$ cat config.mk
export PLATFORM = sky130hd
export DESIGN_NAME = hazard_stall_ctrl
export DESIGN_NICKNAME = d
export VERILOG_FILES = /design/src/rtl/hazard_stall_ctrl_pkg.sv /design/src/rtl/hazard_stall_ctrl_md_busy_ctr.sv /design/src/rtl/hazard_stall_ctrl.sv
export SDC_FILE = /design/constraint.sdc
export NUM_CORES = 1
export LEC_CHECK = 0
export BUFFER_PORTS_ARGS = -buffer_cell sky130_fd_sc_hd__buf_4
export CAP_MARGIN = 0
export CORE_UTILIZATION = 33
export CTS_BUF_LIST = sky130_fd_sc_hd__clkbuf_4 sky130_fd_sc_hd__clkbuf_8 sky130_fd_sc_hd__clkbuf_16
export DETAILED_ROUTE_END_ITERATION = 12
export GPL_TIMING_DRIVEN = 0
export PLACE_DENSITY = 0.64
export SYNTH_ARGS = -nofsm -noshare
export SYNTH_HDL_FRONTEND = slang
export SYNTH_SLANG_ARGS = --single-unit
$ cat constraint.sdc
create_clock -name clk -period 4.3 [get_ports clk]
set_input_delay 0.86 -clock clk [delete_from_list [all_inputs] [get_ports clk]]
set_output_delay 0.86 -clock clk [all_outputs]
set_load 0.05 [all_outputs]
$ cat src/rtl/hazard_stall_ctrl_pkg.sv
// hazard_stall_ctrl_pkg: shared CPU constants and the source-hazard rule.
package hazard_stall_ctrl_pkg;
    localparam int REG_W = 5;
    localparam logic [3:0] MULT_CYCLES = 4'd5;
    localparam logic [3:0] DIV_CYCLES = 4'd10;
    localparam logic [1:0] TUSE_NONE = 2'd3;

    // A source stalls when a pending producer delivers later than D needs it.
    function automatic logic src_stall(
        input logic [REG_W-1:0] src,
        input logic [1:0] tuse,
        input logic [REG_W-1:0] e_dst,
        input logic [1:0] e_tnew,
        input logic [REG_W-1:0] m_dst,
        input logic [1:0] m_tnew
    );
        return (src != '0) && (tuse != TUSE_NONE) &&
               ((src == e_dst && tuse < e_tnew) || (src == m_dst && tuse < m_tnew));
    endfunction
endpackage

$ cat src/rtl/hazard_stall_ctrl_md_busy_ctr.sv
// md_busy_ctr: multiply/divide unit busy countdown.
module md_busy_ctr
    import hazard_stall_ctrl_pkg::*;
(
    input  logic clk,
    input  logic reset,
    input  logic start,
    input  logic is_div,
    output logic busy
);
    logic [3:0] cnt_q, cnt_d;

    always_comb begin
        cnt_d = reset ? 4'd0
              : (start && !busy) ? (is_div ? DIV_CYCLES : MULT_CYCLES)
              : (cnt_q != 4'd0) ? cnt_q - 4'd1 : cnt_q;
    end

    always_ff @(posedge clk) cnt_q <= cnt_d;

    assign busy = (cnt_q != 4'd0);
endmodule

$ cat src/rtl/hazard_stall_ctrl.sv
// hazard_stall_ctrl: D-stage stall decision, pipeline enables and stall counter.
module hazard_stall_ctrl
    import hazard_stall_ctrl_pkg::*;
(
    input  logic             clk,
    input  logic             reset,
    input  logic [REG_W-1:0] D_rs,
    input  logic [REG_W-1:0] D_rt,
    input  logic [1:0]       D_rs_tuse,
    input  logic [1:0]       D_rt_tuse,
    input  logic [REG_W-1:0] E_dst,
    input  logic [REG_W-1:0] M_dst,
    input  logic [1:0]       E_tnew,
    input  logic [1:0]       M_tnew,
    input  logic             D_is_md,
    input  logic             E_md_start,
    input  logic             E_md_div,
    output logic             pc_en,
    output logic             fd_en,
    output logic             de_refresh,
    output logic             em_en,
    output logic             mw_en,
    output logic             md_busy,
    output logic [15:0]      stall_cnt
);
    logic stall_rs, stall_rt, stall_md, stall;
    logic [15:0] stall_cnt_q, stall_cnt_d;

    md_busy_ctr u_md (
        .clk    (clk),
        .reset  (reset),
        .start  (E_md_start),
        .is_div (E_md_div),
        .busy   (md_busy)
    );

    always_comb begin
        stall_rs = src_stall(D_rs, D_rs_tuse, E_dst, E_tnew, M_dst, M_tnew);
        stall_rt = src_stall(D_rt, D_rt_tuse, E_dst, E_tnew, M_dst, M_tnew);
        stall_md = D_is_md && (E_md_start || md_busy);
        stall = stall_rs || stall_rt || stall_md;
        stall_cnt_d = reset ? 16'd0
                    : (stall && stall_cnt_q != 16'hFFFF) ? stall_cnt_q + 16'd1 : stall_cnt_q;
    end

    always_ff @(posedge clk) stall_cnt_q <= stall_cnt_d;

    assign pc_en = !stall;
    assign fd_en = !stall;
    assign de_refresh = stall;
    assign em_en = 1'b1;
    assign mw_en = 1'b1;
    assign stall_cnt = stall_cnt_q;
endmodule

==> results.py, run 1 <==
metrics = {
    "clocking": {
        "cts_hold_buf": 0,
        "cts_root_buf": "clkbuf_8",
        "cts_tree": "built",
        "ctsLongestPathBuffers": 2,
        "ctsResizeCount": 0,
        "htree_levels": 1,
        "path_clk_slew_ns": 0.08,
        "numCtsBuffers": 3,
        "clock_latency_ns": 0.26,
        "cts_setup_buffers": 0,
        "cts_sinks": 20,
    },
    "flow_run": {
        "cap_violations": 0,
    },
    "drt": {
        "wl_per_cell_um": 12.71,
        "viasPerCell": 5.255,
        "totalWireLength_mm": 3.494,
        "postRouteAntennaNets": 0,
        "drt_iter0_markers": 76,
        "vias": 1445,
        "drc": 0,
        "drtPass1Iterations": 4,
    },
    "worst_setup_path": {
        "cpMaxStageDelayCell": "a221oi_2",
        "arrival_ns": 2.66,
        "timing.rr.start": "stall_cnt[4]",
        "worst-path-max-fanout": 7,
        "reg2reg_depth": 9,
        "crit_buf_inv": 3,
        "critical_path_required_ns": 3.44,
        "rrSetupSlack_ns": 1.99,
        "crit_path_max_incr_delay_ns": 0.39,
        "crit_start": "D_rs_tuse[1]",
        "endpoint_kind": "primary output",
        "cp_top_family": "compound AO/OA/AOI/OAI gates",
        "worstSetupPathType": "in2out",
        "reg2reg_to": "stall_cnt[1]",
        "setup.worst_path.start_class": "input pin",
        "cpMostUsedCell": "buf_4",
        "crit_chain": "buf_4 -> ha_1 -> a2111oi_4 -> nand4_1 -> a221oi_2 -> nor3_2 -> buf_4 -> buf_4",
    },
    "timing": {
        "fin_skew_ns": 0.007874,
        "grt_setup_unrepaired": "false",
        "worstMarginPinSlew_ns": 0.5960,
        "hold_violations": 0,
        "max_slew_margin_pct": 59.64,
        "finalCriticalPeriod_ns": 3.518,
        "drv_slew": 0,
        "max_freq_mhz": 284.3,
        "tns_ns": 0,
        "min_period_over_period_pct": 81.80,
        "setup_violations": 0,
        "fin_hold_ws_ns": 0.5037,
    },
    "finish": {
        "layout-drive-gt1-share_pct": 28.44,
        "n_fill_cell": 425,
        "final_nets": 266,
        "n_antenna_cell": 0,
        "final_area_um2": 1927,
        "final_cells": 275,
        "area_growth_pct": 37.01,
        "utilization_pct": 47.49,
    },
    "place": {
        "place_area_um2": 1856,
        "dp_hpwl_mm": 2.849,
        "portBuffers": 51,
        "place_inst": 271,
        "gp_congestion": 0.7703,
    },
    "logic_synthesis": {
        "yosys_warnings": 0,
        "synth_area_per_cell_um2": 8.322,
        "ys_ff_latch": 20,
        "ys_types": 34,
        "ys_seq_area_share_pct": 28.47,
        "syn_area_um2": 1406,
        "netlist_instances": 169,
    },
    "global_route": {
        "met2_usage_pct": 26.25,
        "top_usage_layer": "met2",
        "grt_max_degree": 13,
        "grt_pass1_vias": 1263,
        "grt_remaining_overflow": 0,
        "grtUsageTotal_pct": 15.98,
        "use_met3_pct": 4.392,
        "antenna_found_initial": 0,
        "grt_pass1_wl_mm": 5.499,
        "grt_util_met1_pct": 20.39,
    },
    "die": {
        "io_pins": 55,
        "rows": 23,
        "chipWidth_um": 67.28,
        "start_util_pct": 34.66,
        "dieHeight_um": 67.28,
        "dieArea_um2": 4527,
        "core_um2": 4058,
    },
    "min_path": {
        "min_from": "stall_cnt[8]",
        "min_to": "stall_cnt[8]",
        "min_path_type": "reg2reg",
        "hold_depth": 2,
    },
    "pwr": {
        "vdd_drop_max_v": 0.0001181,
        "power_density_nw_per_um2": 360.5,
        "p_leak_nw": 0.7767,
    },
    "status": {
        "status": "finished clean",
    },
}
## flip-flops by register name (all words and copies together), names as in the netlist
register and flops:
u_md.cnt_q 4, stall_cnt 16
## worst max-delay path by stage
stage | slack (ns) | cells past startpoint | end
5_1_grt | 0.66 | 8 | pc_en
2_1_floorplan | 0.59 | 5 | de_refresh
6_report | 0.78 | 8 | pc_en
3_3_place_gp | 0.82 | 9 | pc_en
4_1_cts | 0.78 | 8 | pc_en
3_5_place_dp | 0.79 | 8 | pc_en
## layout make-up
type	instances	area [um2]	share of cell area, %
multi-input cells	132	929.6	48.25
flip-flops and latches	20	400.4	20.78
repair buffers	51	382.9	19.87
well taps	50	62.56	3.247
clock buffers	3	41.29	2.143
inverters	11	41.29	2.143
plain buffers	7	38.79	2.013
clock inverters	1	30.03	1.558
## worst register-to-register path, stage by stage (launching register included)
cell and delay (ns):
dfxtp_1 0.41, and4_1 0.25, and3_1 0.23, and3_1 0.24, nand3_1 0.09, o31ai_1 0.10, clkbuf_1 0.33, buf_2 0.29
mux2i_1 0.20, nor2_1 0.05
## power by group
part           switching [mW]  internal [mW]  leakage [nW]
sequential             0.0179          0.206         0.163
clock                  0.0638          0.124        0.0357
combinational           0.172          0.111         0.578
total                   0.254          0.441         0.777
## stage by stage
step / setup WS [ns] / power [mW]
2_1_floorplan: 0.5896 / 0.4240
3_3_place_gp: 0.8172 / 0.5107
3_5_place_dp: 0.7899 / 0.5122
4_1_cts: 0.7839 / 0.7013
5_1_grt: 0.6618 / 0.7359
6_report: 0.7825 / 0.6947
## per-layer routing
layer	wire (um)	share of wire, %
met4	27	0.77
met1	1519	43
met5	0	0
met2	1686	48
met3	260	7.4
## cell usage in the layout (no fill, tap or decap), types with 3 or more instances in the layout
| cell type | n |
|---|---|
| a211oi_1 | 6 |
| a21oi_1 | 15 |
| and3_1 | 4 |
| buf_4 | 54 |
| clkbuf_1 | 3 |
| clkbuf_8 | 3 |
| dfxtp_1 | 20 |
| ha_1 | 7 |
| inv_1 | 11 |
| nand2_1 | 5 |
| nand3_1 | 6 |
| nand4_1 | 7 |
| nor2_1 | 10 |
| o21ai_0 | 12 |
| or3_1 | 10 |
| or4_1 | 3 |
| xnor2_1 | 12 |
| xor2_1 | 12 |
## cells by family after synthesis
kind of cell	after synthesis	share of synthesized area, %
mux	1	0.7118
fa+ha+maj	7	6.227
xor+xnor	24	14.95
compound gates	41	20.20
buf+inv	18	5.693
other cells	1	0.2666
simple gates	57	23.49
flops	20	28.47
## synth_stat cells, drive strengths merged
master   number  area, um2
nand3         6      30.03
ha            7      87.58
and4          1      8.760
buf           4      27.52
nor2         10      37.54
xor2         12      105.1
nand2b        2      12.51
nor4b         1      8.760
inv          11      41.29
a2111oi       2      42.54
and3          4      25.02
o21a          1      7.510
o21ai        12      60.06
a211oi        6      45.04
clkbuf        3      11.26
nand4         7      43.79
mux2i         1      10.01
nor3          3      20.02
conb          1      3.750
xnor2        12      105.1
o311ai        1      8.760
a21oi        15      75.07
o31ai         2      15.01
a221oi        2      30.03
dfxtp        20      400.4
nand2         5      18.77
or4b          1      10.01
nor4          2      12.51
or3          10      62.56
nand4b        2      17.52
or4           3      22.52
(Power assumes the default switching activity.)
==> run 2, diff against run 1 <==
--- a/config.mk
+++ b/config.mk
@@ -5,6 +5,7 @@
 export SDC_FILE = /design/constraint.sdc
 export NUM_CORES = 1
 export LEC_CHECK = 0
+export ABC_AREA = 1
 export BUFFER_PORTS_ARGS = -buffer_cell sky130_fd_sc_hd__buf_4
 export CAP_MARGIN = 0
 export CORE_UTILIZATION = 33
==> constraint.sdc (replaced) <==
create_clock -name clk -period 3.1 [get_ports clk]
set_input_delay 0.62 -clock clk [delete_from_list [all_inputs] [get_ports clk]]
set_output_delay 0.62 -clock clk [all_outputs]
set_load 0.05 [all_outputs]
==> run 2 against run 1 <==
Net effect:
- worst hold slack got worse by 0.043 ns
- synthesized area grew 20%
- wire length grew 18%
- count of clock-buffer cells in the layout unchanged
- power rose by 40%
- clock power down 6%
- largest cell class unchanged
==> results.py, run 2 <==
metrics = {
    "clocking": {
        "cts_setup_buffers": 0,
        "cts_hold_buf": 0,
        "cts_sinks": 20,
        "numCtsBuffers": 3,
        "htree_levels": 1,
        "cts_tree": "built",
        "ctsLongestPathBuffers": 2,
        "cts_root_buf": "clkbuf_8",
        "clock_latency_ns": 0.26,
        "ctsResizeCount": 0,
        "path_clk_slew_ns": 0.07,
    },
    "timing": {
        "min_period_over_period_pct": 88.57,
        "setup_violations": 0,
        "fin_hold_ws_ns": 0.4604,
        "grt_setup_unrepaired": "false",
        "fin_skew_ns": 0.004758,
        "finalCriticalPeriod_ns": 2.746,
        "hold_violations": 0,
        "max_freq_mhz": 364.2,
        "layout_setup_ws_ns": 0.3544,
        "drv_slew": 0,
        "tns_ns": 0,
    },
    "worst_setup_path": {
        "setup.worst_path.start_class": "input pin",
        "crit_chain": "buf_4 -> inv_1 -> ha_1 -> a21boi_0 -> nor2_1 -> nand3_1 -> nand2_1 -> nand2_2 -> nand3_4 -> buf_6 -> inv_1 -> buf_4 -> buf_4",
        "crit_path_max_incr_delay_ns": 0.22,
        "crit_buf_inv": 6,
        "cpMostUsedCell": "buf_4",
        "cp_top_family": "buffers and inverters",
        "worst-path-max-fanout": 10,
        "worstSetupPathType": "in2out",
        "arrival_ns": 2.13,
        "cpMaxStageDelayCell": "ha_1",
        "endpoint_kind": "primary output",
        "critical_path_required_ns": 2.48,
    },
    "die": {
        "rows": 25,
        "chipWidth_um": 73.52,
        "io_pins": 55,
        "dieArea_um2": 5404,
        "dieHeight_um": 73.52,
        "start_util_pct": 35.04,
        "core_um2": 4817,
    },
    "finish": {
        "largest_register_ff_count": 16,
        "seqCellArea_um2": 400.4,
        "n_antenna_cell": 0,
        "final_area_um2": 2207,
        "layout-drive-gt1-share_pct": 22.42,
        "final_nets": 381,
        "mostFrequentLayoutCells": "nand2_1, buf_4, inv_1",
        "area_growth_pct": 30.76,
        "utilization_pct": 45.82,
        "n_fill_cell": 527,
        "multi_input_area_um2": 1046,
        "layout_commonest_cell": "nand2_1",
        "final_cells": 406,
    },
    "drt": {
        "wl_per_cell_um": 10.16,
        "postRouteAntennaNets": 0,
        "viasPerCell": 4.500,
        "drtPass1Iterations": 4,
        "drt_iter0_markers": 83,
        "totalWireLength_mm": 4.126,
        "vias": 1827,
        "drc": 0,
    },
    "logic_synthesis": {
        "synth_compound_area_share_pct": 11.27,
        "synth-main-ff-cell": "dfxtp_1",
        "synth_area_per_cell_um2": 5.964,
        "synth_area_leaders": "dfxtp_1, nand2_1, inv_1",
        "synthMuxAreaShare_pct": 0,
        "yosys.area_share.xor_xnor_pct": 3.113,
        "yosysTopAreaCellShare_pct": 23.72,
        "synthSimpleGateAreaFrac_pct": 41.96,
        "ys_types": 28,
        "syn_area_um2": 1688,
        "synth_top_family_by_area": "simple AND/OR/NAND/NOR gates",
        "postSynth.asyncResetShare_pct": 0,
        "yosys.area_share.adder_pct": 5.189,
        "synth_common_cells": "nand2_1, inv_1, nor2_1",
        "ys_ff_latch": 20,
        "synth_edf_count": 0,
        "netlist_instances": 283,
        "synth.most_common_cell": "nand2_1",
        "yosysTopAreaCell": "dfxtp_1",
        "ys_seq_area_share_pct": 23.72,
        "yosys_warnings": 0,
    },
    "place": {
        "post-place-ws_ns": 0.3406,
        "portBuffers": 52,
        "gp_congestion": 0.8322,
        "dp_hpwl_mm": 3.343,
        "place_area_um2": 2166,
        "place_inst": 403,
    },
    "pwr": {
        "power_density_nw_per_um2": 439.6,
        "vdd_drop_max_v": 0.0004005,
        "p_leak_nw": 1.187,
        "total_power_mw": 0.9701,
    },
    "global_route": {
        "grt_pass1_wl_mm": 6.858,
        "grt_max_degree": 11,
        "grt_remaining_overflow": 0,
        "grt_pass1_vias": 1555,
        "antenna_found_initial": 0,
        "grtUsageTotal_pct": 16.47,
    },
    "flow_run": {
        "cap_violations": 0,
    },
    "status": {
        "status": "finished clean",
    },
    "min_path": {
        "min_path_type": "reg2reg",
    },
}
## run 2: changes by cell type after synthesis, moves of 8 or more
| cell | change |
|---|---|
| or3_1 | -10 |
| xnor2_1 | -10 |
| inv_1 | +33 |
| xor2_1 | -8 |
| nand3_1 | +20 |
| nand2_1 | +72 |
| nor2_1 | +25 |
## run 2: report_power, final
| group | internal (mW) | leakage [nW] | switching [mW] |
|---|---|---|---|
| Sequential | 0.286 | 0.163 | 0.0243 |
| Combinational | 0.184 | 1.00 | 0.300 |
| Clock | 0.0868 | 0.0216 | 0.0887 |
| Total | 0.557 | 1.19 | 0.413 |
## run 2: cell families after synthesis
group / Yosys count
flops: 20
fa+ha+maj: 7
simple gates: 159
buf+inv: 56
other cells: 1
xor+xnor: 6
compound gates: 34
## run 2: per-layer routing
metal / GRT usage (%) / vias to the layer above / routed length (um)
met5: 0 / - / 0
met4: 4.701 / 0 / 51
met3: 3.429 / 5 / 194
met2: 27.12 / 43 / 1922
met1: 21.61 / 781 / 1957
li1: - / 998 / -
## run 2: area by class of cell
cell class | count | area share (%)
tap | 67 | 3.798
inverter | 49 | 8.333
multi-input combinational | 208 | 47.39
timing repair buffer | 52 | 17.69
buffer | 7 | 2.778
clock buffer | 3 | 1.871
sequential | 20 | 18.14
## run 2: worst paths after layout
path                 startpoint            end  slack (ns)  cells after the start
setup reg to reg   stall_cnt[0]  stall_cnt[13]        1.37                     11
hold / removal    u_md.cnt_q[1]  u_md.cnt_q[1]        0.46                      2
setup / recovery      E_tnew[1]          pc_en        0.35                     13
hold reg to reg   u_md.cnt_q[1]  u_md.cnt_q[1]        0.46                      2
## run 2: worst register-to-register path, delay by kind of cell (launching register included)
kind	cells	cell delay (ns)
flip-flops	1	0.36
adder cells (fa/ha/maj)	1	0.25
AND/OR/NAND/NOR	9	0.94
buffers and inverters	1	0.06
==> run 3, diff against run 2 <==
--- a/config.mk
+++ b/config.mk
@@ -8,6 +8,7 @@
 export ABC_AREA = 1
 export BUFFER_PORTS_ARGS = -buffer_cell sky130_fd_sc_hd__buf_4
 export CAP_MARGIN = 0
+export CORE_ASPECT_RATIO = 1.1
 export CORE_UTILIZATION = 33
 export CTS_BUF_LIST = sky130_fd_sc_hd__clkbuf_4 sky130_fd_sc_hd__clkbuf_8 sky130_fd_sc_hd__clkbuf_16
 export DETAILED_ROUTE_END_ITERATION = 12
==> run 3 against run 2 <==
Net effect:
- clock power grew 50%
- via count grew 1.2%
- combinational power is essentially flat
- sequential power is essentially flat
- largest power group unchanged
- worst hold slack gained 0.014 ns
- count of clock-buffer cells in the layout is the same
- first-iteration DRC count shrank 17%
- die area is essentially flat
==> results.py, run 3 (synthesized netlist as in run 2, its figures left out) <==
metrics = {
    "status": {
        "status": "finished clean",
    },
    "finish": {
        "layout-drive-gt1-share_pct": 22.65,
        "layout_commonest_cell": "nand2_1",
        "largest_register_ff_count": 16,
        "mostFrequentLayoutCells": "nand2_1, buf_4, inv_1",
        "final_cells": 396,
        "n_antenna_cell": 0,
        "final_nets": 381,
        "area_growth_pct": 31.73,
    },
    "clocking": {
        "numCtsBuffers": 3,
        "cts_setup_buffers": 0,
        "clock_latency_ns": 0.27,
        "path_clk_slew_ns": 0.08,
        "cts_sinks": 20,
        "cts_tree": "built",
        "cts_root_buf": "clkbuf_8",
        "ctsLongestPathBuffers": 2,
        "htree_levels": 1,
        "ctsResizeCount": 0,
        "cts_hold_buf": 0,
    },
    "worst_setup_path": {
        "reg2reg_depth": 10,
        "rrSetupSlack_ns": 1.41,
        "arrival_ns": 2.14,
        "crit_path_max_incr_delay_ns": 0.26,
        "setup.worst_path.start_class": "input pin",
        "crit_start": "E_tnew[1]",
        "worst-path-max-fanout": 10,
        "endpoint_kind": "primary output",
        "cpMostUsedCell": "buf_4",
        "reg2reg_to": "stall_cnt[15]",
        "worstSetupPathType": "in2out",
        "endpoint": "pc_en",
        "timing.rr.start": "stall_cnt[0]",
        "cpMaxStageDelayCell": "ha_1",
        "crit_chain": "buf_4 -> inv_1 -> ha_1 -> a21boi_0 -> nor2_1 -> nand3_1 -> nand2_1 -> nand2_2 -> nand3_4 -> buf_6 -> inv_1 -> buf_4 -> buf_4",
        "critical_path_required_ns": 2.48,
    },
    "place": {
        "gp_congestion": 0.8782,
        "dp_hpwl_mm": 3.358,
        "place_inst": 392,
        "portBuffers": 52,
        "post-place-ws_ns": 0.3278,
    },
    "die": {
        "chipWidth_um": 70.19,
        "core_um2": 4782,
        "io_pins": 55,
        "rows": 26,
        "dieHeight_um": 77.01,
        "start_util_pct": 35.30,
        "dieArea_um2": 5405,
    },
    "flow_run": {
        "cap_violations": 0,
    },
    "drt": {
        "postRouteAntennaNets": 0,
        "wl_per_cell_um": 10.45,
        "vias": 1849,
        "viasPerCell": 4.669,
        "drc": 0,
        "drtPass1Iterations": 4,
        "totalWireLength_mm": 4.140,
        "drt_iter0_markers": 69,
    },
    "timing": {
        "tns_ns": 0,
        "fin_hold_ws_ns": 0.4739,
        "drv_slew": 0,
        "setup_violations": 0,
        "fin_skew_ns": 0.009175,
        "grt_setup_unrepaired": "false",
        "hold_violations": 0,
        "min_period_over_period_pct": 89.06,
        "max_freq_mhz": 362.2,
        "finalCriticalPeriod_ns": 2.761,
        "layout_setup_ws_ns": 0.3391,
    },
    "min_path": {
        "min_path_type": "reg2reg",
    },
    "global_route": {
        "grt_pass1_vias": 1682,
        "grt_remaining_overflow": 0,
        "grt_pass1_wl_mm": 7.272,
        "grt_max_degree": 13,
        "antenna_found_initial": 0,
        "grtUsageTotal_pct": 16.10,
    },
    "pwr": {
        "p_leak_nw": 1.201,
        "power_density_nw_per_um2": 477.4,
        "vdd_drop_max_v": 0.0004206,
        "total_power_mw": 1.061,
    },
}
-- run 3: worst max-delay path: cells and delay by family --
family                   cells  cell delay, ns
AO/OA/AOI/OAI                1            0.21
adder cells (fa/ha/maj)      1            0.26
buffers and inverters        6            0.64
AND/OR/NAND/NOR              5            0.41
-- run 3: cell type report --
class	instances	area (um2)
buffer	7	61.31
fill	525	2559
multi-input combinational	208	1046
tap	56	70.07
clock inverter	1	30.03
clock buffer	3	41.29
timing repair buffer	52	390.4
sequential	20	400.4
inverter	49	183.9
-- run 3: report_power, final --
part / switching [mW] / internal [mW] / total [mW]
Clock: 0.0919 / 0.173 / 0.264
Combinational: 0.302 / 0.185 / 0.487
Sequential: 0.0243 / 0.286 / 0.310
-- run 3: how the worst min path moves through the flow --
stage	to	from	depth (start not counted)
6_report	u_md.cnt_q[1]	u_md.cnt_q[1]	2
3_3_place_gp	u_md.cnt_q[1]	u_md.cnt_q[1]	2
2_1_floorplan	u_md.cnt_q[1]	u_md.cnt_q[1]	2
4_1_cts	u_md.cnt_q[1]	u_md.cnt_q[1]	2
5_1_grt	u_md.cnt_q[1]	u_md.cnt_q[1]	2
3_5_place_dp	u_md.cnt_q[1]	u_md.cnt_q[1]	2
-- run 3: per-stage QoR --
stage | cell area [um2] | util, %
CTS | 2223 | 46.49
floorplan | 1692 | -
detailed placement | 2152 | 45.00
global placement | 2152 | 45.00
finish | 2223 | 46.49
global route | 2223 | 46.49
-- run 3: per-layer routing --
| metal | share of wire, % | up-vias | track usage [%] |
|---|---|---|---|
| met4 | 0.51 | 0 | 3.000 |
| met1 | 47 | 796 | 20.61 |
| met3 | 5.1 | 4 | 3.417 |
| met5 | 0 | - | 0 |
| met2 | 47 | 48 | 27.79 |
| li1 | - | 1001 | - |
